**src/rtl/mult_seq_param_if.sv**
```systemverilog
`default_nettype none
// ============================================================================
// Module   : mult_seq_param_if
// Purpose  : Start-and-wait handshake bundle for the sequential multiplier.
// Ports    : St, Signed, Multiplicando, Multiplicador (master -> slave)
//            Produto, Idle, Done                      (slave -> master)
// Revision : 1.0 - initial release
// ============================================================================
interface mult_seq_param_if #(
  parameter int WIDTH = 32
);
  logic                 St;
  logic                 Signed;
  logic [WIDTH-1:0]     Multiplicando;
  logic [WIDTH-1:0]     Multiplicador;
  logic [2*WIDTH-1:0]   Produto;
  logic                 Idle;
  logic                 Done;

  modport master (
    output St, Signed, Multiplicando, Multiplicador,
    input  Produto, Idle, Done
  );

  modport slave (
    input  St, Signed, Multiplicando, Multiplicador,
    output Produto, Idle, Done
  );
endinterface
`default_nettype wire

```
**src/rtl/mult_seq_param.sv**
```systemverilog
`default_nettype none
// ============================================================================
// Module   : mult_seq_param
// Purpose  : Parametrised sequential shift-add multiplier with a full
//            2*WIDTH-bit product and per-operation signed/unsigned mode.
//            Magnitudes are multiplied unsigned; the sign is re-applied
//            when the result is written.
// Ports    : Clk    - clock, rising edge
//            rst_n  - asynchronous active-low reset
//            bus    - mult_seq_param_if.slave
//                     St/Signed/Multiplicando/Multiplicador sampled in IDLE
//                     Produto registered result, Idle = IDLE, Done = DONE
// Options  : MULT_EARLY_TERM_EN - when defined, CALC exits as soon as no
//            multiplier bits remain (data-dependent latency, <= WIDTH).
// Revision : 1.0 - initial release
// ============================================================================
module mult_seq_param #(
  parameter int WIDTH = 32
) (
  input  wire logic             Clk,
  input  wire logic             rst_n,
  mult_seq_param_if.slave       bus
);

  localparam int CW = (WIDTH > 2) ? $clog2(WIDTH) : 1;
  localparam logic [CW-1:0]        CNT_LAST = CW'(WIDTH - 1);
  localparam logic [CW-1:0]        CNT_ONE  = CW'(1);
  localparam logic [WIDTH-1:0]     ONE_W    = WIDTH'(1);
  localparam logic [2*WIDTH-1:0]   ONE_2W   = (2*WIDTH)'(1);

  typedef enum logic [1:0] {
    ST_IDLE = 2'd0,
    ST_CALC = 2'd1,
    ST_DONE = 2'd2
  } state_t;

  state_t               state_q,  state_d;
  logic [2*WIDTH-1:0]   mcand_q,  mcand_d;
  logic [WIDTH-1:0]     mplier_q, mplier_d;
  logic [2*WIDTH-1:0]   acc_q,    acc_d;
  logic [CW-1:0]        cnt_q,    cnt_d;
  logic                 neg_q,    neg_d;
  logic [2*WIDTH-1:0]   prod_q,   prod_d;

  logic [WIDTH-1:0]     mag_a;
  logic [WIDTH-1:0]     mag_b;
  logic [2*WIDTH-1:0]   acc_sum;
  logic [WIDTH-1:0]     mplier_shr;
  logic                 calc_last;

  // Two's-complement absolute value; -2^(W-1) maps onto 2^(W-1), which is
  // still representable as a W-bit unsigned magnitude.
  always_comb begin
    mag_a = bus.Multiplicando;
    mag_b = bus.Multiplicador;
    if (bus.Signed && bus.Multiplicando[WIDTH-1]) begin
      mag_a = ~bus.Multiplicando + ONE_W;
    end
    if (bus.Signed && bus.Multiplicador[WIDTH-1]) begin
      mag_b = ~bus.Multiplicador + ONE_W;
    end
  end

  always_comb begin
    acc_sum    = mplier_q[0] ? (acc_q + mcand_q) : acc_q;
    mplier_shr = mplier_q >> 1;
`ifdef MULT_EARLY_TERM_EN
    calc_last  = (cnt_q == CNT_LAST) || (mplier_shr == '0);
`else
    calc_last  = (cnt_q == CNT_LAST);
`endif
  end

  always_comb begin
    state_d  = state_q;
    mcand_d  = mcand_q;
    mplier_d = mplier_q;
    acc_d    = acc_q;
    cnt_d    = cnt_q;
    neg_d    = neg_q;
    prod_d   = prod_q;

    case (state_q)
      ST_IDLE: begin
        if (bus.St) begin
          mcand_d  = {{WIDTH{1'b0}}, mag_a};
          mplier_d = mag_b;
          acc_d    = '0;
          cnt_d    = '0;
          neg_d    = bus.Signed & (bus.Multiplicando[WIDTH-1] ^ bus.Multiplicador[WIDTH-1]);
          state_d  = ST_CALC;
`ifdef MULT_EARLY_TERM_EN
          // Nothing to accumulate: publish the zero product immediately.
          if (mag_b == '0) begin
            state_d = ST_DONE;
            prod_d  = '0;
          end
`endif
        end
      end

      ST_CALC: begin
        acc_d    = acc_sum;
        mcand_d  = mcand_q << 1;
        mplier_d = mplier_shr;
        cnt_d    = cnt_q + CNT_ONE;
        if (calc_last) begin
          // Result is written on the same edge that enters DONE, so Done
          // and a valid Produto appear together.
          state_d = ST_DONE;
          prod_d  = neg_q ? (~acc_sum + ONE_2W) : acc_sum;
        end
      end

      ST_DONE: begin
        state_d = ST_IDLE;
      end

      default: begin
        state_d = ST_IDLE;
      end
    endcase
  end

  always_ff @(posedge Clk or negedge rst_n) begin
    if (!rst_n) begin
      state_q  <= ST_IDLE;
      mcand_q  <= '0;
      mplier_q <= '0;
      acc_q    <= '0;
      cnt_q    <= '0;
      neg_q    <= 1'b0;
      prod_q   <= '0;
    end else begin
      state_q  <= state_d;
      mcand_q  <= mcand_d;
      mplier_q <= mplier_d;
      acc_q    <= acc_d;
      cnt_q    <= cnt_d;
      neg_q    <= neg_d;
      prod_q   <= prod_d;
    end
  end

  assign bus.Produto = prod_q;
  assign bus.Idle    = (state_q == ST_IDLE);
  assign bus.Done    = (state_q == ST_DONE);

endmodule
`default_nettype wire

```
**src/flat_wrapper.sv**
```systemverilog
// flat-port wrapper written by rule: the top's interface ports become plain ports
module mult_seq_param_flat 
#(
  parameter int WIDTH = 32
)
  (Clk, rst_n, bus_St, bus_Signed, bus_Multiplicando, bus_Multiplicador, bus_Produto, bus_Idle, bus_Done);
  mult_seq_param_if #(.WIDTH(WIDTH)) bus_i ();
  input  wire logic Clk;
  input  wire logic rst_n;
  input wire logic [$bits(bus_i.St)-1:0] bus_St;
  input wire logic [$bits(bus_i.Signed)-1:0] bus_Signed;
  input wire logic [$bits(bus_i.Multiplicando)-1:0] bus_Multiplicando;
  input wire logic [$bits(bus_i.Multiplicador)-1:0] bus_Multiplicador;
  output wire logic [$bits(bus_i.Produto)-1:0] bus_Produto;
  output wire logic [$bits(bus_i.Idle)-1:0] bus_Idle;
  output wire logic [$bits(bus_i.Done)-1:0] bus_Done;
  assign bus_i.St = bus_St;
  assign bus_i.Signed = bus_Signed;
  assign bus_i.Multiplicando = bus_Multiplicando;
  assign bus_i.Multiplicador = bus_Multiplicador;
  assign bus_Produto = bus_i.Produto;
  assign bus_Idle = bus_i.Idle;
  assign bus_Done = bus_i.Done;
  mult_seq_param #(.WIDTH(WIDTH)) u_core (.Clk(Clk), .rst_n(rst_n), .bus(bus_i));
endmodule
```
**config.mk**
```make
export PLATFORM = sky130hd
export DESIGN_NAME = mult_seq_param_flat
export DESIGN_NICKNAME = d
export VERILOG_FILES = /design/src/rtl/mult_seq_param_if.sv /design/src/rtl/mult_seq_param.sv /design/src/flat_wrapper.sv
export SDC_FILE = /design/constraint.sdc
export NUM_CORES = 1
export LEC_CHECK = 0
export BUFFER_PORTS_ARGS = -buffer_cell sky130_fd_sc_hd__buf_2
export CORE_AREA = 2 2 212 214
export CTS_CLUSTER_SIZE = 20
export DETAILED_ROUTE_END_ITERATION = 8
export DIE_AREA = 0 0 214 216
export PLACE_DENSITY_LB_ADDON = 0.12
export SYNTH_ARGS = -nofsm -noshare
export SYNTH_HDL_FRONTEND = slang
export SYNTH_SLANG_ARGS = --single-unit
export TNS_END_PERCENT = 30
```
**constraint.sdc**
```tcl
create_clock -name Clk -period 5.47 [get_ports Clk]
set_clock_uncertainty 0.15 [all_clocks]
set_input_delay 0.2735 -clock Clk [delete_from_list [all_inputs] [get_ports Clk]]
set_output_delay 0.2735 -clock Clk [all_outputs]
set_load 0.03 [all_outputs]
```
* Word level (Yosys, flattened, before mapping)
Cells that the tools add are included.
** Operators by class
- $add $sub $neg :: 5
- Eq/ne operators :: 5
- Mux-type cells :: 15
- Bitwise logic cells :: 5
- Reduce and logical (&&, ||, !) cells :: 8
** Operator list (number)
- two-way mux 64 bit :: 4
- case mux 64 bit (2 select lines) :: 2
- two-way mux 32 bit :: 3
- adder 32 x 1 -> 32 bit (second input constant) :: 2
- adder 64 x 1 -> 64 bit (second input constant) :: 1
- adder 64 bit :: 1
- inverter 32 bit :: 2
- inverter 64 bit :: 1
- case mux 32 bit (2 select lines) :: 1
- case mux 5 bit (2 select lines) :: 1
- AND reduction 2 bit :: 4
- adder 5 x 1 -> 5 bit (second input constant) :: 1
- equality test 5 bit (second input constant) :: 1
- two-way mux 5 bit :: 1
- two-way mux 2 bit :: 2
- case mux 2 bit (2 select lines) :: 1
- equality test 2 x 1 -> 1 bit (second input constant) :: 1
- equality test 2 bit (second input constant) :: 1
- logical AND 1 bit :: 2
- logical NOT 2 bit :: 1
- != test 2 x 1 -> 1 bit (second input constant) :: 1
- != test 2 bit (second input constant) :: 1
- nonzero test 2 bit :: 1
- AND 1 bit :: 1
- bitwise XOR 1 bit :: 1
** Storage, ports and cells
- Logic and storage cells :: 45
- Register bits :: 232
- Output and inout bits :: 66

* Logic depth before layout (Yosys ltp)
Gate-level depths: netlist of run 1.
- Word-level depth :: 5
- Depth in mapped cells :: 16

* Least setup slack after synthesis of run 1
Ideal clock, no wire load.
- Path type :: register to register
- Start point :: register u_core.acc_q[0]
- End point :: register u_core.prod_q[63] (netlist: u_core.bus.Produto[63])
- Arrival :: 4059 ps
- Path slack :: 1192 ps
- Buffers on the path :: 0
- Cell stages (with the launch flop) :: 16
- Cell sequence :: dfrtp_1 -> ha_1 -> inv_1 -> fa_1 -> nand2b_1 -> a21o_2 -> a2111oi_4 -> o21ai_2 -> a31oi_4 -> o2111ai_4 -> a2111o_1 -> and4bb_2 -> nor3b_2 -> nand4bb_1 -> or4_1 -> nand3_1
** On the way
- Longest elaborated chain between the ends :: 5
** RTL lines
- from (decl) :: RTL line mult_seq_param.sv:40 : logic [2*WIDTH-1:0] acc_q, acc_d;
- from (signal assigned) :: RTL line mult_seq_param.sv:130 : acc_q <= '0;
- from (signal assigned) :: RTL line mult_seq_param.sv:138 : acc_q <= acc_d;
- adder 64 bit :: RTL line mult_seq_param.sv:65 : acc_sum = mplier_q[0] ? (acc_q + mcand_q) : acc_q;
- two-way mux 64 bit (*) :: RTL line mult_seq_param.sv:65
- inverter 64 bit :: RTL line mult_seq_param.sv:111 : prod_d = neg_q ? (~acc_sum + ONE_2W) : acc_sum;
- adder 64 x 1 -> 64 bit :: RTL line mult_seq_param.sv:111
- two-way mux 64 bit (*) :: RTL line mult_seq_param.sv:111
- to (signal assigned) :: RTL line mult_seq_param.sv:141 : prod_q <= prod_d;
- to (decl) :: RTL line mult_seq_param.sv:43 : logic [2*WIDTH-1:0] prod_q, prod_d;
Mark *: on every way between the ends. The rest lies on a longest branch, timed or not.
A chain may end at the register's enable or synchronous reset.

* Worst setup path after layout of run 1
- Start point :: register u_core.mcand_q[0]
- End point :: register u_core.prod_q[63] (netlist: u_core.bus.Produto[63])
** On the way
- Longest elaborated chain between the ends :: 5
** RTL lines
- from (decl) :: RTL line mult_seq_param.sv:38 : logic [2*WIDTH-1:0] mcand_q, mcand_d;
- from (signal assigned) :: RTL line mult_seq_param.sv:136 : mcand_q <= mcand_d;
- adder 64 bit (*) :: RTL line mult_seq_param.sv:65
- two-way mux 64 bit (*) :: RTL line mult_seq_param.sv:65
- inverter 64 bit :: RTL line mult_seq_param.sv:111
- adder 64 x 1 -> 64 bit :: RTL line mult_seq_param.sv:111
- two-way mux 64 bit (*) :: RTL line mult_seq_param.sv:111
Marked as above.

==> summary.txt, run 1 <==
Clock network
  – Later-pin clock latency in the skew report: 0.58 ns
  – CTS Buffer Depth: 3
  – Clock transition at path regs: 0.06 ns
  – # Post-CTS Setup Buffers: 0
  – TritonCTS clock tree: yes
  – # clock sinks: 232
  – Number of buffers created by CTS: 28
  – Clock Tree Root: clkbuf_16
  – CTS H-tree lvls: 1

STA
  – Tightest Pin Transition: 1.03 ns
  – Max-slew violations: 0
  – Hold Vio Cnt, Final: 0
  – Slew margin rel.: between 30% and 40%
  – Fin crit period: a little over 5 ns
  – Max Fclk: just under 0.2 GHz
  – Post-route clock period utilization: 94.2%
  – RSZ-0062 raised after global routing: false
  – Setup TNS: 0 ns
  – Worst setup margin: 0.319 ns
  – Hold slack: 0.0509 ns
  – Setup-failing EPs final: 0

Job
  – Max Cap Viol: 0

Place
  – Placed Cells: 2,762
  – HPWL after DPL: 41.4 mm
  – Pre-CTS WS: 0.367 ns
  – Number of I/O port buffers: between 100 and 150
  – Final Wtd Congestion: about 0.9

Worst setup path
  – Crit path kind: register to register
  – CP Cell Sequence: ha_1 -> inv_1 -> fa_1 -> nand2b_1 -> a21o_2 -> a2111oi_4 -> o21ai_1 -> a2111oi_0 -> o21ai_1 -> mux2i_1 -> o221ai_2 -> nor3b_2 -> nand4bb_1 -> or4_1 -> nand3_1
  – Critical path endpoint category: register
  – Crit Path Max Fanout: 7
  – CP top delay family: compound AO/OA/AOI/OAI gates
  – Critical Path Max Stage Delay: 0.69 ns
  – Arrival time worst endpoint: between 5 and 6 ns
  – Critical Path RT: 5.83 ns
  – Buf+Inv Stages, Crit Path: 1
  – Cell mode on critical path: o21ai_1
  – Startpoint Class: register
  – Slowest CP cell: a2111oi_0

Finish
  – Diodes inserted: 0
  – Core Util, Final: 46.1%
  – Layout cells sized above 1: 12.2%
  – Area delta synth->final: 16.7%
  – Fill cells: around 4,400
  – Layout Nets: 2,410
  – Post-route insts no fill: 2,887

Die
  – Initial core utilization: between 30 and 40%
  – DIE HEIGHT: 216 um
  – Die ar.: around 0.046 mm^2
  – Rows: 77
  – CORE AREA: 0.0438 mm^2
  – Die X: roughly 210 um
  – IO Count: 134

GRT
  – Tot GR Track Use: 23.8%
  – Initial antenna violation count: 2
  – Global-route wire length before repair: 88.4 mm
  – Vias in the first global route: between 15,000 and 20,000
  – Pin count of the biggest net entering global routing: 128
  – Total global routing overflow: 0

Drt
  – Vias: 16,600
  – Final wirelength: 56.1 mm
  – Initial DRC count: 1,469
  – DRC: 0
  – Drt wl/cell: 19.4 um
  – ANT nets after route: 0
  – Drt pass-1 iters: 5
  – Vias per inst: roughly 5.7

Synthesis
  – Async S/R FF share, synth: between 90% and 100%
  – Combinational family with the most area after synthesis: compound AO/OA/AOI/OAI gates
  – Seq cells post-synth: 232
  – Synth Area in XOR/XNOR: 7.23%
  – Ys flop type: dfrtp_1
  – Syn_nets: around 2,300
  – Yosys warns: 0
  – Number of synthesized flops with an enable pin: 0
  – Cells after Synth: between 2,000 and 2,500
  – Simple-gate share of the synthesized area: 20.5%
  – Post-synthesis mux area share: 1.78%
  – Seq/Total Area, Yosys: 33.5%
  – Synthesized area: 0.0173 mm^2
  – Post-Syn Area per Cell: 8.12 um^2
  – Synth Area in Compound Gates: 28.0%
  – Area share of fa/ha/maj cells after synthesis: 5.03%
  – Synth unique cells: 104

Power
  – Worst IR Drop VDD: 0.347 mV
  – Pwr dens: 699 mW/mm^2
  – Clock share of power: 14.4%
  – NetSw: 7.25 mW
  – Logic pwr share: 63.1%
  – Internal power: slightly below 7 mW
  – Register share of total power: 22.4%
  – Leakage: about 8.4 nW
  – Sw frac: 51.3%

Min path
  – Min-delay worst type: primary input to register

Status
  – Status: finished clean
state kept, by name, summed over array words and instances, names as in the netlist:
register	count
u_core.acc_q	64
u_core.bus.Produto	64
u_core.mcand_q	64
u_core.mplier_q	32
u_core.cnt_q	5
u_core.state_q	2
u_core.neg_q	1
repair_timing:
item / in CTS / in global routing
hold endpoints to repair: 189 / 0
setup endpoints to repair: 0 / 2
resized for setup: 0 / 1
hold buffers: 73 / 0
path summary, 6_finish.rpt:
check	start	endpoint	slack [ns]	cells past startpoint
setup / recovery	u_core.mcand_q[0]	u_core.bus.Produto[63]	0.32	15
hold / removal	bus_Multiplicador[1]	u_core.mplier_q[3]	0.05	4
setup reg to reg	u_core.mcand_q[0]	u_core.bus.Produto[63]	0.32	15
hold reg to reg	u_core.bus.Produto[18]	u_core.bus.Produto[18]	0.32	2
max in group asynchronous	rst_n	u_core.acc_q[52]	3.69	3
min in group asynchronous	rst_n	u_core.mcand_q[5]	0.25	2
Yosys cell counts (7+ instances only):
library cell | number | share of area [%]
mux2i_1 | 24 | 1.4
nand2_1 | 304 | 6.6
a221oi_1 | 9 | 0.46
or3_1 | 20 | 0.72
o21ai_0 | 290 | 8.4
a21oi_1 | 134 | 3.9
o2111ai_1 | 7 | 0.35
a221o_1 | 7 | 0.40
clkbuf_1 | 87 | 1.9
dfrtp_1 | 232 | 34
a31oi_1 | 13 | 0.47
a22oi_1 | 64 | 2.8
or4_1 | 9 | 0.39
nor2b_1 | 9 | 0.33
a21boi_0 | 10 | 0.43
ha_1 | 68 | 4.9
a211oi_1 | 10 | 0.43
o21bai_1 | 11 | 0.48
buf_4 | 7 | 0.30
nand3_1 | 81 | 2.3
nand4_1 | 30 | 1.1
nor3_1 | 45 | 1.3
a21oi_2 | 10 | 0.51
and2_1 | 12 | 0.43
nor4_1 | 13 | 0.47
or2_2 | 8 | 0.29
buf_2 | 12 | 0.35
and4_1 | 9 | 0.46
a21o_1 | 21 | 0.91
xnor2_1 | 88 | 4.5
inv_1 | 32 | 0.69
xor2_1 | 55 | 2.8
and3_1 | 13 | 0.47
o21a_1 | 14 | 0.61
o41ai_1 | 8 | 0.40
o31ai_1 | 21 | 0.91
nand2b_1 | 27 | 0.98
nor2_1 | 129 | 2.8
o211ai_1 | 17 | 0.74
buf_1 | 12 | 0.26
o21ai_1 | 31 | 0.90
tightest hold or removal path: stages:
cell and delay, ns:
buf_2 0.11, o31ai_1 0.09, xor2_1 0.15, o21ai_0 0.08
through the flow:
step | total power, mW | cell area (um^2)
after floorplan | 9.33 | 17300
after global placement | 11.8 | 18500
after detailed placement | 11.9 | 18500
after CTS | 14.0 | 20200
after global routing | 15.3 | 20200
final | 14.1 | 20200
placed cells by master, fill, tap and decap left out, types with 12 or more instances in the layout:
master / n
buf_4: 29
dfrtp_1: 231
o21ai_0: 290
o21ai_1: 31
o31ai_1: 21
nor3_1: 45
clkbuf_16: 28
dlygate4sd3_1: 73
nand2_1: 302
a22oi_1: 64
nor4_1: 13
or3_1: 20
o21a_1: 14
nand4_1: 30
o211ai_1: 17
a21oi_1: 134
ha_1: 68
nand3_1: 81
a21o_1: 21
nand2b_1: 26
nor2_1: 128
xor2_1: 55
xnor2_1: 88
inv_1: 32
a31oi_1: 13
mux2i_1: 24
and3_1: 13
buf_2: 132
and2_1: 12
layer usage:
layer / wire length [um] / global-route usage (%)
met1: 29300 / 37.6
met2: 22200 / 33.6
met3: 3450 / 2.93
met4: 1140 / 6.04
met5: 0 / 0
power by group through the flow:
| stage | combinational [mW] | sequential (mW) | clock [mW] |
|---|---|---|---|
| after floorplan | 6.22 | 3.10 | 0 |
| after global placement | 8.64 | 3.15 | 0 |
| after detailed placement | 8.74 | 3.17 | 0 |
| after CTS | 8.80 | 3.14 | 2.09 |
| after global routing | 9.86 | 3.25 | 2.15 |
| final | 8.91 | 3.17 | 2.04 |
cell families after synthesis:
family,count (synthesis)
AO/OA/AOI/OAI,759
XOR/XNOR,143
adder cells (fa/ha/maj),69
buffers and inverters,158
flip-flops,232
multiplexers,30
AND/OR/NAND/NOR,740
cell type report:
cell class / count / area (um^2) / area share (%)
Clock buffer: 41 / 830 / 4.11
Clock inverter: 11 / 180 / 0.892
Inverter: 34 / 128 / 0.632
Multi-Input combinational cell: 1741 / 10900 / 53.8
Sequential cell: 232 / 5810 / 28.8
Tap cell: 592 / 741 / 3.67
Timing Repair Buffer: 236 / 1640 / 8.14
Note: power is estimated with default switching activity, not from simulation.
==> run 2, diff against run 1 <==
GPL_TIMING_DRIVEN = 0   (was unset)
PLACE_DENSITY_LB_ADDON = unset   (was 0.12)
REMOVE_ABC_BUFFERS = 1   (was unset)
==> run 2 against run 1 <==
Final cell count decreased by 0.69%. Routed wire length decreased by 1.1%. Sequential cell count unchanged. Hold slack worse by 0.035 ns. Clock power down 2%. Die area unchanged. Highest routed layer unchanged. Critical path type unchanged.
==> summary.txt, run 2 (same netlist as run 1, synthesis figures left out) <==
Drt
  – Vias: 16,800
  – Initial DRC count: 1,354
  – DRC: 0
  – Drt pass-1 iters: 9
  – ANT nets after route: 0
  – Final wirelength: roughly 55 mm
  – Drt wl/cell: between 15 and 20 um
  – Vias per inst: 5.87

GRT
  – Tot GR Track Use: 23.4%
  – Global-route wire length before repair: 88.9 mm
  – Pin count of the biggest net entering global routing: between 100 and 150
  – Vias in the first global route: between 15,000 and 20,000
  – Initial antenna violation count: 0
  – Total global routing overflow: 0

STA
  – Tightest Pin Transition: 1.07 ns
  – Max-slew violations: 0
  – Post-route clock period utilization: 97.4%
  – Setup-failing EPs final: 0
  – Slew margin rel.: between 20% and 30%
  – Hold Vio Cnt, Final: 0
  – Fin crit period: 5.33 ns
  – Hold slack: 0.0159 ns
  – RSZ-0062 raised after global routing: true
  – Max Fclk: approximately 0.19 GHz

Finish
  – Fill cells: roughly 4,300
  – Multi-input gate area: 0.0109 mm^2
  – Commonest non-fill, non-tap cell in the layout: nand2_1
  – Layout cells sized above 1: between 10% and 20%
  – Area delta synth->final: 17.3%
  – Core Util, Final: 46.3%
  – Diodes inserted: 0
  – Most frequent cells in the layout: nand2_1, o21ai_0, dfrtp_1, a21oi_1, buf_2
  – Layout Nets: 2,392
  – Design area: 0.0203 mm^2
  – Register area: 0.00581 mm^2

Place
  – Post-DP Area: 0.0186 mm^2
  – Number of I/O port buffers: roughly 130
  – Final Wtd Congestion: between 0.9 and 1
  – HPWL after DPL: 40.4 mm

Clock network
  – Later-pin clock latency in the skew report: 0.57 ns
  – Number of buffers created by CTS: 28
  – CTS Buffer Depth: 3
  – Clock Tree Root: clkbuf_16
  – CTS H-tree lvls: 1
  – TritonCTS clock tree: yes
  – Clock transition at path regs: 0.06 ns
  – # clock sinks: 232

Job
  – Max Cap Viol: 0

Min path
  – Hold path start: bus_Multiplicando[2]
  – Hold Path End: u_core.mcand_q[2]
  – Min-delay worst type: primary input to register
  – WHS Path Cells: 4

Die
  – IO Count: 134
  – Die X: between 200 and 250 um
  – Initial core utilization: 39.5%
  – DIE HEIGHT: 216 um
  – Die ar.: between 0.04 and 0.05 mm^2
  – Rows: 77
  – CORE AREA: 0.0438 mm^2

Worst setup path
  – Crit path kind: register to register
  – Worst r2r src: u_core.mcand_q[0]
  – Critical path endpoint category: register
  – Worst r2r path cells: 15
  – Critical Path RT: approximately 5.8 ns
  – Worst r2r dst: u_core.bus.Produto[63]
  – Reg2reg setup slack: ~0.14 ns
  – Crit Path Max Fanout: 7
  – Arrival time worst endpoint: 5.68 ns
  – Startpoint Class: register

Power
  – Final Power: ~14 mW
  – Pwr dens: 680 mW/mm^2
  – Leakage: about 8.5 nW
  – Worst IR Drop VDD: 0.286 mV

Status
  – Status: finished clean
[run 2: changes by cell type in the layout (fill, tap and decap cells not counted), moves of 2 or more]
cell	change
clkbuf_1	-2
buf_16	+8
dlygate4sd3_1	-4
inv_6	-2
clkinv_2	+5
buf_12	+6
buf_4	-29
[run 2: critical path, cell delays in order, from the launching register on]
cell and delay [ns]:
dfrtp_1 0.37, ha_1 0.21, inv_1 0.07, fa_1 0.40
nand2b_1 0.22, a21oi_2 0.36, o21ai_0 0.30, a21oi_2 0.38
o21ai_0 0.23, and4_1 0.29, nor3_1 0.36, nand4b_1 0.21
or4_4 0.50, nand4bb_2 0.47, or4_1 0.61, nand3_1 0.10
[run 2: worst max path at each step]
stage	to	slack [ns]	start
floorplan	u_core.bus.Produto[63]	-3.21	u_core.state_q[1]
global placement	u_core.mplier_q[31]	-11.63	u_core.state_q[1]
detailed placement	u_core.bus.Produto[63]	-0.54	u_core.mplier_q[0]
CTS	u_core.bus.Produto[63]	0.06	u_core.mcand_q[0]
global route	u_core.bus.Produto[58]	-0.13	u_core.acc_q[6]
finish	u_core.bus.Produto[63]	0.14	u_core.mcand_q[0]
[run 2: timing repair]
| item | 4_1_cts | 5_1_grt |
|---|---|---|
| pin swaps | 0 | 1 |
| setup buffers | 1 | 1 |
| setup endpoints to repair | 20 | 19 |
| hold buffers | 69 | 0 |
| endpoints found under the hold margin | 179 | 0 |
| gates resized for setup | 3 | 8 |
[run 2: through the flow]
step,worst slack [ns],setup TNS (ns),instances
after floorplan,-3.21,-387.36,2007
after global placement,-11.63,-1677.36,2732
after detailed placement,-0.542,-5.96,2746
after CTS,0.0611,0,2866
after global routing,-0.135,-0.550,2867
final,0.140,0,2867
[run 2: metal layers]
layer | GRT usage [%] | wire, um | share of wire [%] | vias up
met2 | 37.9 | 25300 | 46 | 496
met3 | 2.58 | 2740 | 4.9 | 102
met4 | 7.90 | 1720 | 3.1 | 0
met1 | 32.6 | 25700 | 46 | 8141
li1 | - | - | - | 8087
met5 | 0 | 0 | 0 | -
[run 2: report_power, final]
part           leakage, nW  internal (mW)  switching [mW]
Clock                0.490           1.22           0.769
Sequential            2.94           2.43           0.701
Combinational         5.04           3.18            5.51
Total                 8.47           6.83            6.99
[run 2: area by class of cell]
cell class              instances  area share (%)
multi-input cells            1741            53.7
flip-flops and latches        232            28.6
repair buffers                218            8.57
clock buffers                  38            3.98
well taps                     592            3.65
clock inverters                12           0.844
inverters                      34           0.653
==> run 3, diff against run 2 <==
CAP_MARGIN = 20   (was unset)
CORE_AREA = 2 2 172 174   (was 2 2 212 214)
DIE_AREA = 0 0 174 176   (was 0 0 214 216)
PLACE_DENSITY = 0.87   (was unset)
==> run 3 against run 2 <==
First-iteration DRC count up 29%. Power shrank 0.93%. Core utilization grew 23 points. Clock-buffer cell count down 5. Final cell count down 7.7%. Maximum frequency is 0.57% higher. Sequential cell count unchanged. Design area shrank 2.3%. Worst setup slack improved by 0.030 ns. Global-route usage grew 12 points. Critical endpoint unchanged. Highest routed layer unchanged.
==> summary.txt, run 3 (same netlist as run 1, synthesis figures left out) <==
Finish
  – Most frequent cells in the layout: nand2_1, o21ai_0, dfrtp_1, a21oi_1, buf_2
  – Commonest non-fill, non-tap cell in the layout: nand2_1
  – Design area: 0.0198 mm^2
  – Fill cells: 2,290
  – Area delta synth->final: 14.6%
  – Diodes inserted: 0
  – Register area: 0.00581 mm^2
  – Post-route insts no fill: around 2,600
  – Multi-input gate area: ~0.011 mm^2
  – Layout Nets: 2,382
  – Layout cells sized above 1: 11.5%

Power
  – Final Power: between 10 and 15 mW
  – Logic pwr share: 63.9%
  – Worst IR Drop VDD: between 0.3 and 0.4 mV
  – Internal power: roughly 6.7 mW
  – Register share of total power: 23.0%
  – NetSw: 7.03 mW
  – Clock share of power: 13.1%
  – Pwr dens: roughly 690 mW/mm^2
  – Sw frac: 51.4%
  – Leakage: between 8 and 9 nW

Worst setup path
  – Arrival time worst endpoint: 5.64 ns
  – CP Cell Sequence: ha_1 -> inv_1 -> fa_1 -> nand2b_1 -> a21o_2 -> a21oi_1 -> o211ai_1 -> nor4_4 -> nand3b_1 -> a2111o_1 -> and4bb_2 -> nor3b_4 -> nand4bb_4 -> or4_1 -> nand3_1
  – Reg2reg setup slack: 0.17 ns
  – Crit path kind: register to register
  – Critical path endpoint category: register
  – Startpoint Class: register
  – Crit Path Max Fanout: 7
  – Critical Path Max Stage Delay: 0.60 ns
  – Slowest CP cell: or4_1
  – Buf+Inv Stages, Crit Path: 1
  – CP top delay family: simple AND/OR/NAND/NOR gates
  – Critical Path RT: 5.81 ns

STA
  – Setup-failing EPs final: 0
  – Slew margin rel.: 25.4%
  – Max Fclk: approximately 0.19 GHz
  – Max-slew violations: 0
  – Post-route clock period utilization: 96.9%
  – Hold Vio Cnt, Final: 0
  – Fin crit period: ~5.3 ns
  – Tightest Pin Transition: 1.12 ns
  – Hold slack: 0.0268 ns

Clock network
  – TritonCTS clock tree: yes
  – CTS Buffer Depth: 3
  – # clock sinks: 232
  – Number of buffers created by CTS: 25
  – Clock Tree Root: clkbuf_16
  – CTS H-tree lvls: 1
  – Later-pin clock latency in the skew report: 0.56 ns
  – Clock transition at path regs: 0.06 ns

Place
  – Final Wtd Congestion: just under 1
  – Post-DP Area: 0.0182 mm^2
  – Number of I/O port buffers: around 130
  – Placed Cells: 2,535
  – HPWL after DPL: approximately 38 mm

Die
  – Die ar.: 0.0306 mm^2
  – DIE HEIGHT: 176 um
  – CORE AREA: 0.0285 mm^2
  – IO Count: 134
  – Rows: 62
  – Initial core utilization: 60.7%
  – Die X: 174 um

GRT
  – Tot GR Track Use: between 30% and 40%
  – Global-route wire length before repair: between 80 and 90 mm
  – Vias in the first global route: around 17,000
  – Pin count of the biggest net entering global routing: 124
  – Initial antenna violation count: 0
  – Total global routing overflow: 0

Drt
  – Vias per inst: 6.61
  – DRC: 0
  – Drt pass-1 iters: 6
  – Drt wl/cell: slightly above 20 um
  – Vias: 17,500
  – Final wirelength: about 55 mm
  – Initial DRC count: 1,752
  – ANT nets after route: 0

Status
  – Status: finished clean

Min path
  – Min-delay worst type: primary input to register

Job
  – Max Cap Viol: 0
-- run 3: changes by cell type in the layout (fill, tap and decap cells not counted), moves of 2 or more --
cell	before	now
dlygate4sd3_1	69	65
clkbuf_16	28	25
buf_12	7	5
clkbuf_8	7	5
-- run 3: final cells by class --
type	count	area share [%]
clock inverters	10	0.719
flip-flops and latches	232	29.3
multi-input cells	1741	55.1
repair buffers	211	8.24
clock buffers	33	3.56
inverters	34	0.649
well taps	384	2.42
-- run 3: metal layers --
layer,up-vias,part of all wire [%],global-route usage (%)
met5,-,0,0
met4,0,4.0,13.7
met3,163,8.8,5.64
met2,911,46,57.0
met1,8366,41,47.7
li1,8050,-,-
-- run 3: final timing paths --
| path | cells past startpoint | to | from |
|---|---|---|---|
| min in group asynchronous | 2 | u_core.mcand_q[32] | rst_n |
| setup / recovery | 15 | u_core.bus.Produto[63] | u_core.mcand_q[0] |
| max in group asynchronous | 3 | u_core.mplier_q[0] | rst_n |
| setup reg to reg | 15 | u_core.bus.Produto[63] | u_core.mcand_q[0] |
| hold reg to reg | 2 | u_core.bus.Produto[35] | u_core.bus.Produto[35] |
| hold / removal | 4 | u_core.mcand_q[2] | bus_Multiplicando[2] |
-- run 3: stage by stage --
stage          TNS [ns]  worst slack (ns)  util, %
2_1_floorplan   -387.36             -3.21        -
3_3_place_gp   -1316.37             -9.62     62.7
3_5_place_dp      -2.90            -0.365     63.9
4_1_cts               0            0.0266     69.2
5_1_grt         -0.0223           -0.0141     69.5
6_report              0             0.170     69.5
-- run 3: power groups by stage --
stage | Combinational (mW) | Sequential, mW | Clock [mW]
after floorplan | 5.95 | 3.23 | 0
after global placement | 7.96 | 3.23 | 0
after detailed placement | 8.34 | 3.17 | 0
after CTS | 8.48 | 3.13 | 1.80
after global routing | 9.60 | 3.22 | 1.86
final | 8.75 | 3.15 | 1.79
-- run 3: worst min-delay path: cells and delay by family --
kind / cells / cell delay (ns)
AO/OA/AOI/OAI: 2 / 0.14
XOR/XNOR: 1 / 0.14
buffers and inverters: 1 / 0.13
-- run 3: what timing repair did --
| item | CTS | global route |
|---|---|---|
| buffers inserted | 1 | 1 |
| hold buffers | 65 | 0 |
| gates resized for setup | 2 | 10 |
| endpoints found under the setup margin | 17 | 17 |
| hold endpoints to repair | 171 | 0 |
